==> src/rtl/adpll_tdc_dec_pkg.sv <==
// Shared constants, valid-FSM state type and helpers for the ADPLL TDC decoder.
// Optional thermometer bubble correction is enabled by defining ADPLL_TDC_BUBBLE_CORR_EN.
package adpll_tdc_dec_pkg;

  localparam int TDC_WORD_W     = 12;
  localparam int TDC_RIPPLE_W   = 7;
  localparam int TDC_PHASE_N    = 16;
  localparam int TDC_PHASE_LOG2 = 4;

  typedef enum logic [1:0] {
    ST_IDLE  = 2'd0,
    ST_PRIME = 2'd1,
    ST_RUN   = 2'd2
  } vstate_t;

  function automatic logic maj3(input logic a, input logic b, input logic c);
    return (a & b) | (a & c) | (b & c);
  endfunction

endpackage

==> src/rtl/adpll_tdc_therm2bin.sv <==
// Combinational thermometer-to-count converter with legality check.
// Under ADPLL_TDC_BUBBLE_CORR_EN a 3-tap majority filter cleans the vector before counting.
module adpll_tdc_therm2bin
  import adpll_tdc_dec_pkg::*;
#(
  parameter int PHASE_N    = TDC_PHASE_N,
  parameter int PHASE_LOG2 = TDC_PHASE_LOG2
) (
  input  logic [PHASE_N-1:0]  phase,
  output logic [PHASE_LOG2:0] count,
  output logic                bubble
);

  logic [PHASE_N-1:0] vec;

`ifdef ADPLL_TDC_BUBBLE_CORR_EN
  logic [PHASE_N+1:0] ext;

  // Virtual tap below bit0 reads 1, virtual tap above the top reads 0.
  always_comb begin
    ext = {1'b0, phase, 1'b1};
    vec = '0;
    for (int i = 0; i < PHASE_N; i++) begin
      vec[i] = maj3(ext[i], ext[i+1], ext[i+2]);
    end
  end
`else
  assign vec = phase;
`endif

  always_comb begin
    count = '0;
    for (int i = 0; i < PHASE_N; i++) begin
      count = count + {{PHASE_LOG2{1'b0}}, vec[i]};
    end
  end

  // Legality is always judged on the raw vector: a 1 sitting above a 0 is a bubble.
  always_comb begin
    bubble = 1'b0;
    for (int i = 1; i < PHASE_N; i++) begin
      bubble = bubble | (phase[i] & ~phase[i-1]);
    end
  end

endmodule

==> src/rtl/adpll_tdc_dec.sv <==
// TDC front-end decoder: retime, thermometer decode, phase word / increment and valid FSM.
// Build option ADPLL_TDC_BUBBLE_CORR_EN selects majority bubble correction in the decode stage.
module adpll_tdc_dec
  import adpll_tdc_dec_pkg::*;
#(
  parameter int SYNC_STAGES = 2,
  parameter int RIPPLE_W    = TDC_RIPPLE_W,
  parameter int PHASE_N     = TDC_PHASE_N,
  parameter int PHASE_LOG2  = TDC_PHASE_LOG2,
  parameter int WORD_W      = TDC_WORD_W
) (
  input  logic                     clk,
  input  logic                     rst,
  input  logic                     en,
  input  logic                     err_clr,
  input  logic [RIPPLE_W-1:0]      tdc_ripple_count,
  input  logic [PHASE_N-1:0]       tdc_phase,
  output logic [WORD_W-1:0]        tdc_word,
  output logic signed [WORD_W-1:0] tdc_diff,
  output logic                     tdc_valid,
  output logic                     bubble_err
);

  logic [SYNC_STAGES-1:0][RIPPLE_W-1:0] rip_sync;
  logic [SYNC_STAGES-1:0][PHASE_N-1:0]  ph_sync;
  logic [PHASE_LOG2:0]                  ones;
  logic                                 bad;
  logic [WORD_W-1:0]                    dec_word;
  logic                                 dec_bad;
  logic [WORD_W-1:0]                    diff_raw;
  logic [WORD_W-1:0]                    diff_wrap;
  vstate_t                              state;
  vstate_t                              state_next;
  logic                                 load;
  logic                                 first;

  // Retime chain runs regardless of en so a restart never sees stale samples.
  always_ff @(posedge clk or posedge rst) begin
    if (rst) begin
      rip_sync <= '0;
      ph_sync  <= '0;
    end else begin
      rip_sync[0] <= tdc_ripple_count;
      ph_sync[0]  <= tdc_phase;
      for (int i = 1; i < SYNC_STAGES; i++) begin
        rip_sync[i] <= rip_sync[i-1];
        ph_sync[i]  <= ph_sync[i-1];
      end
    end
  end

  adpll_tdc_therm2bin #(
    .PHASE_N    (PHASE_N),
    .PHASE_LOG2 (PHASE_LOG2)
  ) u_therm2bin (
    .phase  (ph_sync[SYNC_STAGES-1]),
    .count  (ones),
    .bubble (bad)
  );

  always_ff @(posedge clk or posedge rst) begin
    if (rst) begin
      dec_word <= '0;
      dec_bad  <= 1'b0;
    end else begin
      dec_word <= {{(WORD_W-RIPPLE_W-PHASE_LOG2){1'b0}}, rip_sync[SYNC_STAGES-1], {PHASE_LOG2{1'b0}}}
                + {{(WORD_W-PHASE_LOG2-1){1'b0}}, ones};
      dec_bad  <= bad;
    end
  end

  // Increment is taken modulo 2**(WORD_W-1) so ripple wrap stays transparent.
  assign diff_raw  = dec_word - tdc_word;
  assign diff_wrap = {diff_raw[WORD_W-2], diff_raw[WORD_W-2:0]};

  always_ff @(posedge clk or posedge rst) begin
    if (rst) begin
      state <= ST_IDLE;
    end else begin
      state <= state_next;
    end
  end

  always_comb begin
    state_next = ST_IDLE;
    case (state)
      ST_IDLE:  state_next = en ? ST_PRIME : ST_IDLE;
      ST_PRIME: state_next = en ? ST_RUN   : ST_IDLE;
      ST_RUN:   state_next = en ? ST_RUN   : ST_IDLE;
      default:  state_next = ST_IDLE;
    endcase
  end

  always_comb begin
    load      = en;
    first     = (state == ST_IDLE);
    tdc_valid = (state == ST_RUN);
  end

  // The first word after enable has no predecessor, so its increment is zeroed.
  always_ff @(posedge clk or posedge rst) begin
    if (rst) begin
      tdc_word <= '0;
      tdc_diff <= '0;
    end else if (load) begin
      tdc_word <= dec_word;
      tdc_diff <= first ? '0 : diff_wrap;
    end else begin
      tdc_word <= tdc_word;
      tdc_diff <= tdc_diff;
    end
  end

  always_ff @(posedge clk or posedge rst) begin
    if (rst) begin
      bubble_err <= 1'b0;
    end else if (dec_bad) begin
      bubble_err <= 1'b1;
    end else if (err_clr) begin
      bubble_err <= 1'b0;
    end else begin
      bubble_err <= bubble_err;
    end
  end

endmodule

==> config.mk <==
export PLATFORM = sky130hd
export DESIGN_NAME = adpll_tdc_dec
export DESIGN_NICKNAME = d
export VERILOG_FILES = /design/src/rtl/adpll_tdc_dec_pkg.sv /design/src/rtl/adpll_tdc_therm2bin.sv /design/src/rtl/adpll_tdc_dec.sv
export SDC_FILE = /design/constraint.sdc
export NUM_CORES = 1
export LEC_CHECK = 0
export BUFFER_PORTS_ARGS = -buffer_cell sky130_fd_sc_hd__buf_2
export CAP_MARGIN = 30
export CORE_ASPECT_RATIO = 0.9
export CORE_MARGIN = 5
export CORE_UTILIZATION = 55
export CTS_CLUSTER_SIZE = 16
export DETAILED_ROUTE_END_ITERATION = 10
export GPL_ROUTABILITY_DRIVEN = 0
export GPL_TIMING_DRIVEN = 0
export PLACE_DENSITY = 0.77
export SLEW_MARGIN = 15
export SYNTH_ARGS = -nofsm -noshare
export SYNTH_HDL_FRONTEND = slang
export SYNTH_SLANG_ARGS = --single-unit
export TNS_END_PERCENT = 10
==> constraint.sdc <==
create_clock -name clk -period 10.5 [get_ports clk]
set_input_delay 3.15 -clock clk [delete_from_list [all_inputs] [get_ports clk]]
set_output_delay 3.15 -clock clk [all_outputs]
set_load 0.02 [all_outputs]
; ---- After elaboration in Yosys (flattened, before gate mapping)
; Index checks and enable logic that the tools add are counted.
[totals]
in_bits = 27
out_inout_bits = 26
elab_cells = 82
regBits = 86
[op_classes]
muxes = 6
bitwise = 44
n_eq_ne = 2
addsub = 17
reduce_logical = 3
[op_table]
columns = operator, n
row1 = adder 5 x 1 -> 5 bit, 14
row2 = bitwise AND 1 bit, 15
row3 = inverter 1 bit, 15
row4 = OR 1 bit, 14
row5 = adder 11 x 5 -> 12 bit, 1
row6 = two-way mux 12 bit, 1
row7 = subtractor 11 bit, 1
row8 = case mux 2 bit (2 select lines), 1
row9 = two-way mux 1 bit, 3
row10 = adder 1 x 1 -> 2 bit, 1
row11 = equality test 2 x 1 -> 1 bit (second input constant), 1
row12 = equality test 2 bit (second input constant), 1
row13 = zero test 2 bit, 1
row14 = two-way mux 2 bit, 1
row15 = nonzero test 2 bit, 1
row16 = OR reduction 2 bit, 1

; ---- Logic depth before layout (Yosys ltp)
; Gate-level depths: netlist of the first run.
[depth]
word_depth = 16
mapped_depth = 16
depth_no_buf = 16

; ---- Modules after synthesis
; A second synthesis of the first run with hierarchy kept.
[unflattened]
cells_unflattened = 280
hier_area_um2 = 3583.4
[by_module_without_submodules]
columns = module, instances, area_per_inst_um2, cells_each, seq_area_each_um2
row1 = adpll_tdc_dec, 1, 3071.7, 221, 2127.0
row2 = adpll_tdc_therm2bin, 1, 511.7, 59, 0.0

; ---- Worst setup path after synthesis of the first run
; OpenSTA, ideal clock, no wires.
[synth_timing]
kind = reg-to-reg
from = reg ph_sync[17] (netlist bit)
to = reg dec_word[10]
arrival_ns = 4.198
path_slack_ns = 6.222
stages_incl_launch_ff = 16
period_less_slack_ns = 4.278
n_path_buf = 0
t_required_ns = 10.420
setup_ns = 0.080
path_cell_list = dfrtp_1 > ha_1 > inv_1 > fa_1 > fa_1 > fa_1 > fa_1 > inv_1 > fa_1 > fa_1 > a21oi_1 > nor2b_1 > ha_1 > ha_1 > nand3_1 > xnor2_1
[synth_via]
elab_chain_cells = 16
[synth_lines]
columns = element, line_no
row1 = from (decl), adpll_tdc_dec.sv:25  ; logic [SYNC_STAGES-1:0][PHASE_N-1:0] ph_sync;
row2 = "from (signal, indexed assignment)", adpll_tdc_dec.sv:47  ; ph_sync[i] <= ph_sync[i-1];
row3 = adder 1 x 1 -> 2 bit, adpll_tdc_therm2bin.sv:34  ; count = count + {{PHASE_LOG2{1'b0}}, vec[i]};
row4 = adder 5 x 1 -> 5 bit (14 in a row), adpll_tdc_therm2bin.sv:34
row5 = adder 11 x 5 -> 12 bit, adpll_tdc_dec.sv:67  ; + {{(WORD_W-PHASE_LOG2-1){1'b0}}, ones};
row6 = to (signal assigned), adpll_tdc_dec.sv:66  ; dec_word <= {{(WORD_W-RIPPLE_W-PHASE_LOG2){1'b0}}, rip_sync[SYNC_STAGES-1], {PHASE_LOG2{1'b0}}}
row7 = to (decl), adpll_tdc_dec.sv:28  ; logic [WORD_W-1:0] dec_word;
; Every way passes these cells.
; A chain may end at the register's enable or synchronous reset.

; ---- Worst setup path in the final report of the first run
[layout_timing]
from = reg ph_sync[16] (netlist bit)
to = reg dec_word[10]
; The elaborated chain is that of the path after synthesis.

==> results of run 1 <==
-- cell type report --
class,instances,area (um^2)
clock inverter,7,86.3
multi-input combinational,151,1200
sequential,85,2130
clock buffer,9,124
inverter,37,141
fill,487,2050
timing repair buffer,52,283
buffer,6,26.3
tap,87,109
-- state kept, by name, summed over array words and instances (netlist names) --
signal and count:
tdc_word 12, state 2, dec_bad 1, rip_sync 14, dec_word 12, tdc_diff 11
ph_sync 32, bubble_err 1
-- synthesized netlist by cell type, drive strengths merged (2+ instances only) --
master and instances:
nand3 3, a21o 5, inv 37, mux2 3, clkbuf 5, nor2 11
ha 21, o2bb2ai 8, a21oi 19, nor3 4, o21ai 13, dfrtp 85
xnor2 7, o22ai 2, xor2 9, nand2 21, fa 11
-- kinds of logic after synthesis --
kind of cell	count (synthesis)	share of synthesized area, %
adder cells (fa/ha/maj)	32	13.8
AO/OA/AOI/OAI	52	9.31
flip-flops	85	60.9
XOR/XNOR	16	4.01
AND/OR/NAND/NOR	47	6.02
buffers and inverters	43	4.73
multiplexers	4	1.25
-- stage by stage --
| step | total power [uW] | utilization [%] |
|---|---|---|
| after floorplan | 619 | - |
| after global placement | 681 | 62.8 |
| after detailed placement | 693 | 63.2 |
| after CTS | 933 | 66.7 |
| after global routing | 992 | 66.7 |
| final | 919 | 66.7 |
-- worst paths after layout --
path                                     end  slack, ns  depth (start not counted)
worst max-delay path            dec_word[10]       6.03                         15
worst min register to register  rip_sync[11]       0.35                          0
min in group asynchronous         ph_sync[2]       2.80                          2
max in group asynchronous        tdc_diff[0]       7.12                          3
worst max register to register  dec_word[10]       6.03                         15
worst min-delay path            rip_sync[11]       0.35                          0
-- metal layers --
metal / GRT usage, % / routed length, um / share of wire, %
met1: 17.7 / 2320 / 45
met5: 0 / 0 / 0
met2: 23.3 / 2410 / 47
met3: 7.02 / 340 / 6.6
met4: 4.72 / 70 / 1.4
-- worst register-to-register path: cells and delay by family (launching register included) --
family / cells / cell delay [ns]
AO/OA/AOI/OAI: 1 / 0.17
XOR/XNOR: 1 / 0.12
adder cells (fa/ha/maj): 9 / 3.45
buffers and inverters: 2 / 0.12
flip-flops: 1 / 0.39
AND/OR/NAND/NOR: 2 / 0.18
-- power by group through the flow --
stage               logic, uW  registers (uW)  clock network, uW
floorplan                 189             430                  0
global placement          279             403                  0
detailed placement        288             404                  0
CTS                       290             398                245
global route              327             404                262
finish                    287             397                235
==> flow_metrics.py, run 1 <==
metrics = {
    "yosys": {
        "synth_edf_count": 0,
        "ys_seq_area_share_pct": 60.9,
        "synth_area_leader_cell": "dfrtp_1",
        "ys.warnings.count": 0,
        "ys.flop_type": "dfrtp_1",
        "synthDistinctLibCells": 34,
        "postSynthAreaPerCell_um2": 12.5,
        "async_flop_share_pct": 100,
        "syn_nets": 338,
        "netlist_top_cells_area": "dfrtp_1 (61%), ha_1 (7.5%), fa_1 (6.3%), inv_1 (4.0%), a21oi_1 (2.6%)",
        "synth_top_area_share_pct": 60.9,
        "synth.ff_latch_count": 85,
        "synthesis.area_um2": 3490,
        "syn_inst": 279,
    },
    "worst_setup_path": {
        "slowest_delay_ns": 0.54,
        "cp.required_ns": 10.78,
        "crit_type": "reg -> reg",
        "endpoint_kind": "flip-flop",
        "crit_chain": "ha_1, inv_1, fa_1, fa_1, fa_1, fa_1, inv_1, fa_1, fa_1, a21oi_1, nor2b_1, ha_1, ha_1, nand3_1, xnor2_1",
        "crit_start": "ph_sync[16]",
        "crit_slowest_cell": "fa_1",
        "crit_buf_inv": 2,
        "cpMostUsedCell": "fa_1",
        "start_kind": "flip-flop",
        "cp_top_family": "adder cells",
        "r2r_start": "ph_sync[16]",
        "cp_max_fo": 3,
        "arrival_ns": 4.76,
    },
    "final_layout": {
        "layout_common_cells": "dfrtp_1 (85), buf_2 (51), inv_1 (36)",
        "syn2layout_area_growth_pct": 17.3,
        "final_nets": 401,
        "fin_cells": 434,
        "diodes": 0,
        "mostFrequentLayoutCell": "dfrtp_1",
        "final_area_um2": 4100,
        "drive_gt1_share_pct": 21.3,
    },
    "power_and_ir_drop": {
        "power_frac_seq_pct": 43.2,
        "swShare_pct": 33.7,
        "comb_power_share_pct": 31.2,
        "p_sw_uw": 310,
        "ir_drop_mv": 0.124,
        "p_int_uw": 609,
        "p_leak_uw": 0.00205,
        "power_frac_clock_pct": 25.6,
        "p_per_area_nw_per_um2": 224,
    },
    "sta": {
        "fin_crit_sh_pct": 42.6,
        "hold_viol": 0,
        "period_minus_slack_ns": 4.47,
        "setup_viol": 0,
        "relSlewSlack_pct": 69.9,
        "max_freq_mhz": 224,
        "drv_slew": 0,
        "tightest_slew_ns": 0.451,
        "setup_tns_ns": 0,
        "setup_ws_ns": 6.03,
        "rsz0062_at_grt": "false",
        "clock_skew_ns": 0.00922,
        "fin_hold_ws_ns": 0.352,
    },
    "die": {
        "initial_utilization_pct": 56.8,
        "die_h_um": 85.6,
        "boundaryPins": 53,
        "rows": 27,
        "die_area_um2": 8050,
        "core_region_area_um2": 6150,
        "die_w_um": 94.0,
    },
    "drt": {
        "detail_route.first_pass.iterations": 4,
        "viasPerCell": 4.76,
        "vias": 2068,
        "ant_nets": 0,
        "route.detailed.drc": 0,
        "wirelength_um": 5140,
        "initialDrtViolationCount": 87,
        "wl_per_cell_um": 11.8,
    },
    "min_path": {
        "min-delay-start": "rip_sync[4]",
        "min_path_type": "reg -> reg",
    },
    "clock_network": {
        "cts_resized": 0,
        "cts.sinks": 85,
        "cts-buffers-inserted": 9,
        "postCtsHoldBufs": 0,
        "cts_tree": "yes",
        "post_cts_buffers": 0,
        "clk_path_buf_depth": 2,
        "cts_root_buf": "clkbuf_8",
        "clock_latency_ns": 0.35,
        "cts_max_level": 3,
        "cts.clk_slew.worst_paths_ns": 0.09,
    },
    "global_routing": {
        "antenna_found_initial": 0,
        "grt_pass1_vias": 2083,
        "overflow": 0,
        "grt_start_max_net_pins": 50,
        "grt_pass1_wl_um": 8980,
        "grtUsageTotal_pct": 14.7,
    },
    "job": {
        "drv_cap": 0,
    },
    "placement": {
        "pre_cts_ws_ns": 6.04,
        "dp.cells": 418,
        "dpl_cell_area_um2": 3890,
        "portBuffers": 51,
        "dp.final_hpwl_um": 3990,
    },
    "status": {
        "status": "completed",
    },
}
(Power assumes the default switching activity.)
==> inputs of run 2 (changes only) <==
- CORE_UTILIZATION: 55 -> 51
- PLACE_DENSITY: 0.77 -> 0.76
- clock period: 10.5 -> 3.6 ns (I/O delays scaled with it)
==> flow_metrics.py, run 2 (same netlist as run 1, synthesis figures left out) <==
metrics = {
    "die": {
        "die_h_um": 88.5,
        "die_area_um2": 8610,
        "boundaryPins": 53,
        "die_w_um": 97.3,
        "initial_utilization_pct": 52.8,
        "core_region_area_um2": 6620,
        "rows": 28,
    },
    "clock_network": {
        "cts_root_buf": "clkbuf_8",
        "cts_max_level": 3,
        "clock_latency_ns": 0.36,
        "clk_path_buf_depth": 2,
        "cts_tree": "yes",
        "postCtsHoldBufs": 0,
        "cts.sinks": 85,
        "cts-buffers-inserted": 9,
        "cts.clk_slew.worst_paths_ns": 0.08,
        "post_cts_buffers": 0,
    },
    "power_and_ir_drop": {
        "p_sw_uw": 921,
        "power_frac_clock_pct": 23.6,
        "comb_power_share_pct": 32.6,
        "p_int_uw": 1730,
        "swShare_pct": 34.7,
        "p_per_area_nw_per_um2": 646,
        "ir_drop_mv": 0.358,
        "p_leak_uw": 0.00204,
        "power_frac_seq_pct": 43.8,
    },
    "worst_setup_path": {
        "endpoint_kind": "flip-flop",
        "r2r.worst_path.cells": 15,
        "arrival_ns": 4.53,
        "cpMostUsedCell": "fa_1",
        "cp.depth": 15,
        "crit_buf_inv": 2,
        "cp_top_family": "adder cells",
        "start_kind": "flip-flop",
        "slowest_delay_ns": 0.51,
        "cp.required_ns": 3.89,
        "crit_type": "reg -> reg",
        "cp_max_fo": 3,
        "crit_slowest_cell": "fa_1",
        "crit_chain": "ha_1, inv_1, fa_1, fa_1, fa_1, fa_1, inv_1, fa_2, fa_2, a21oi_2, nor2b_1, ha_2, ha_2, nand3_1, xnor2_1",
    },
    "sta": {
        "period_minus_slack_ns": 4.24,
        "max_freq_mhz": 236,
        "rsz0062_at_grt": "true",
        "tightest_slew_ns": 0.457,
        "relSlewSlack_pct": 69.5,
        "setup_viol": 9,
        "hold_viol": 0,
        "setup_ws_ns": -0.642,
        "fin_crit_sh_pct": 118,
        "fin_hold_ws_ns": 0.350,
        "clock_skew_ns": 0.00565,
        "drv_slew": 0,
        "setup_tns_ns": -4.39,
    },
    "drt": {
        "viasPerCell": 4.69,
        "wl_per_cell_um": 12.0,
        "vias": 2051,
        "ant_nets": 0,
        "detail_route.first_pass.iterations": 4,
        "wirelength_um": 5260,
        "route.detailed.drc": 0,
        "initialDrtViolationCount": 35,
    },
    "global_routing": {
        "grtUsageTotal_pct": 13.9,
        "grt_pass1_vias": 2107,
        "grt_start_max_net_pins": 53,
        "grt_pass1_wl_um": 9200,
        "overflow": 0,
        "antenna_found_initial": 0,
    },
    "placement": {
        "dp.cells": 421,
        "dp.final_hpwl_um": 3970,
        "portBuffers": 51,
        "dpl_cell_area_um2": 3900,
    },
    "final_layout": {
        "largest_reg_flops": 32,
        "post-route-util_pct": 62.0,
        "mostFrequentLayoutCell": "dfrtp_1",
        "top_register": "ph_sync",
        "multi_input_area_um2": 1220,
        "final_area_um2": 4110,
        "drive_gt1_share_pct": 23.3,
        "diodes": 0,
        "final_nets": 401,
        "reg_top3": "ph_sync: 32 flops, rip_sync: 14 flops",
        "regArea_um2": 2130,
        "syn2layout_area_growth_pct": 17.5,
        "fill_cells": 524,
        "fin_cells": 437,
        "layout_common_cells": "dfrtp_1 (85), buf_2 (51), inv_1 (36)",
    },
    "status": {
        "status": "complete, but fails checks",
        "violations": "negative setup slack",
    },
    "job": {
        "drv_cap": 0,
    },
    "min_path": {
        "hold_path_depth": 0,
        "min_path_type": "reg -> reg",
    },
}
-- run 2: changes by cell type in the layout (fill, tap and decap cells not counted), moves of 2 or more --
cell	previous run	this run
ha_1	21	19
ha_2	0	2
a21oi_1	18	16
fa_1	11	9
a21oi_2	1	3
fa_2	0	2
-- run 2: layer usage --
metal / part of all wire [%] / global-route usage [%]
met3: 7.4 / 6.38
met2: 46 / 22.7
met1: 44 / 16.4
met4: 1.8 / 5.66
met5: 0 / 0
-- run 2: final cells by class --
class                   count  share of cell area [%]
multi-input cells         151                    29.8
plain buffers               6                   0.640
repair buffers             52                    6.89
clock buffers              10                    3.35
well taps                  90                    2.74
clock inverters             6                    1.28
flip-flops and latches     85                    51.8
inverters                  37                    3.44
-- run 2: final timing paths --
path | from | end | slack (ns)
setup / recovery | ph_sync[17] | dec_word[10] | -0.64
hold / removal | rip_sync[3] | rip_sync[10] | 0.35
setup reg to reg | ph_sync[17] | dec_word[10] | -0.64
hold reg to reg | rip_sync[3] | rip_sync[10] | 0.35
max in group asynchronous | rst | tdc_diff[7] | 2.32
min in group asynchronous | rst | rip_sync[1] | 0.72
-- run 2: through the flow --
stage	total power, uW	worst slack, ns
5_1_grt	2860	-0.809
3_3_place_gp	1990	-0.619
4_1_cts	2680	-0.670
6_report	2650	-0.642
2_1_floorplan	1810	-0.487
3_5_place_dp	2030	-0.681
-- run 2: what timing repair did --
action                                 in CTS  in global routing
setup endpoints to repair                  10                 11
pin swaps                                   0                  2
gates resized for setup                     3                  1
endpoints found under the hold margin       0                  0
-- run 2: power by group through the flow --
| stage | Sequential, uW | Combinational [uW] | Clock, uW |
|---|---|---|---|
| finish | 1160 | 865 | 626 |
| global route | 1180 | 988 | 692 |
| CTS | 1160 | 870 | 650 |
| detailed placement | 1180 | 849 | 0 |
| global placement | 1180 | 818 | 0 |
| floorplan | 1250 | 555 | 0 |
==> inputs of run 3 (changes only) <==
- CAP_MARGIN: 30 -> 20
- RECOVER_POWER: unset -> 100
- TNS_END_PERCENT: 10 -> unset
==> flow_metrics.py, run 3 (same netlist as run 1, synthesis figures left out) <==
metrics = {
    "sta": {
        "relSlewSlack_pct": 2.44,
        "max_freq_mhz": 238,
        "clock_skew_ns": 0.0129,
        "hold_viol": 0,
        "drv_slew": 0,
        "setup_viol": 9,
        "fin_crit_sh_pct": 117,
        "rsz0062_at_grt": "true",
        "setup_ws_ns": -0.607,
        "period_minus_slack_ns": 4.21,
        "setup_tns_ns": -4.36,
        "tightest_slew_ns": 1.46,
    },
    "clock_network": {
        "cts.clk_slew.worst_paths_ns": 0.08,
        "clock_latency_ns": 0.36,
        "cts-buffers-inserted": 9,
        "postCtsHoldBufs": 0,
        "clk_path_buf_depth": 2,
        "cts_tree": "yes",
        "cts_max_level": 3,
        "cts.sinks": 85,
        "cts_root_buf": "clkbuf_8",
    },
    "final_layout": {
        "reg_top3": "ph_sync: 32 flops, rip_sync: 14 flops",
        "final_nets": 403,
        "mostFrequentLayoutCell": "dfrtp_1",
        "fin_cells": 438,
        "diodes": 0,
        "syn2layout_area_growth_pct": 17.0,
        "fill_cells": 531,
        "top_register": "ph_sync",
        "final_area_um2": 4090,
        "largest_reg_flops": 32,
        "layout_common_cells": "dfrtp_1 (85), inv_1 (35), clkbuf_1 (31)",
        "post-route-util_pct": 61.7,
        "drive_gt1_share_pct": 17.2,
    },
    "global_routing": {
        "overflow": 0,
        "grt_start_max_net_pins": 65,
        "grt_pass1_vias": 2284,
        "grt_pass1_wl_um": 9940,
        "antenna_found_initial": 0,
        "grtUsageTotal_pct": 14.9,
    },
    "drt": {
        "viasPerCell": 4.76,
        "wirelength_um": 5710,
        "vias": 2087,
        "detail_route.first_pass.iterations": 4,
        "ant_nets": 0,
        "wl_per_cell_um": 13.0,
        "initialDrtViolationCount": 53,
        "route.detailed.drc": 0,
    },
    "placement": {
        "dp.cells": 421,
        "portBuffers": 51,
        "dpl_cell_area_um2": 3900,
        "dp.final_hpwl_um": 4200,
    },
    "die": {
        "die_area_um2": 8610,
        "die_w_um": 97.3,
        "die_h_um": 88.5,
        "initial_utilization_pct": 52.8,
        "boundaryPins": 53,
        "core_region_area_um2": 6620,
        "rows": 28,
    },
    "power_and_ir_drop": {
        "p_sw_uw": 938,
        "p_leak_uw": 0.00196,
        "comb_power_share_pct": 32.8,
        "ir_drop_mv": 0.364,
        "p_per_area_nw_per_um2": 646,
        "p_int_uw": 1700,
        "power_uw": 2640,
        "power_frac_clock_pct": 23.0,
        "swShare_pct": 35.5,
        "power_frac_seq_pct": 44.2,
    },
    "worst_setup_path": {
        "r2r_start": "ph_sync[16]",
        "crit_type": "reg -> reg",
        "timing.rr.end": "dec_word[8]",
        "endpoint_kind": "flip-flop",
        "cp_max_fo": 3,
        "arrival_ns": 4.48,
        "cp.required_ns": 3.88,
        "start_kind": "flip-flop",
        "crit_start": "ph_sync[16]",
        "r2r.worst_path.cells": 15,
        "reg2reg_slack_ns": -0.61,
    },
    "min_path": {
        "min-delay-start": "ph_sync[6]",
        "min_path_type": "reg -> reg",
        "hold_path_depth": 0,
        "worstHoldEndpoint": "ph_sync[22]",
    },
    "job": {
        "drv_cap": 0,
    },
    "status": {
        "status": "complete, but fails checks",
        "violations": "negative setup slack",
    },
}
run 3: repair_timing:
item / 4_1_cts / 5_1_grt
buffers inserted: 2 / 0
gates cloned: 0 / 0
setup endpoints to repair: 10 / 11
pin swaps: 2 / 0
resized for setup: 7 / 3
run 3: per-stage QoR:
stage | worst slack [ns] | hold WS (ns)
floorplan | -0.465 | 0.331
global placement | -0.612 | 0.334
detailed placement | -0.628 | 0.335
CTS | -0.615 | 0.344
global route | -0.726 | 0.351
finish | -0.607 | 0.347
run 3: worst max-delay path, cell delays in order (launching register included):
cell,delay (ns)
dfrtp_1,0.39
ha_1,0.29
inv_1,0.07
fa_1,0.42
fa_1,0.51
fa_1,0.43
fa_1,0.50
inv_2,0.04
fa_2,0.35
fa_2,0.36
a21oi_2,0.14
nor2b_1,0.06
ha_2,0.19
ha_4,0.18
nand3_2,0.09
xnor2_2,0.10
run 3: cell type report:
| class | instances | area (um^2) | share of cell area [%] |
|---|---|---|---|
| plain buffers | 6 | 26.3 | 0.643 |
| clock buffers | 9 | 124 | 3.03 |
| clock inverters | 6 | 56.3 | 1.38 |
| inverters | 37 | 140 | 3.43 |
| multi-input cells | 151 | 1250 | 30.7 |
| flip-flops and latches | 85 | 2130 | 52.0 |
| well taps | 90 | 113 | 2.75 |
| repair buffers | 54 | 246 | 6.03 |
run 3: worst max-delay path by stage:
stage                        end  slack (ns)
floorplan            dec_word[8]       -0.47
global placement     dec_word[8]       -0.61
detailed placement   dec_word[8]       -0.63
CTS                  dec_word[8]       -0.62
global route        dec_word[10]       -0.73
finish               dec_word[8]       -0.61
run 3: routing by layer:
metal | wire, um | part of all wire [%] | GRT usage (%)
met3 | 350 | 6.1 | 5.28
met4 | 114 | 2.0 | 6.79
met1 | 2600 | 46 | 17.3
met5 | 0 | 0 | 0
met2 | 2640 | 46 | 25.5
run 3: power by group through the flow:
stage	combinational, uW	clock [uW]	sequential [uW]
final	865	608	1170
after CTS	888	633	1160
after floorplan	556	0	1250
after detailed placement	868	0	1180
after global routing	968	669	1180
after global placement	823	0	1170
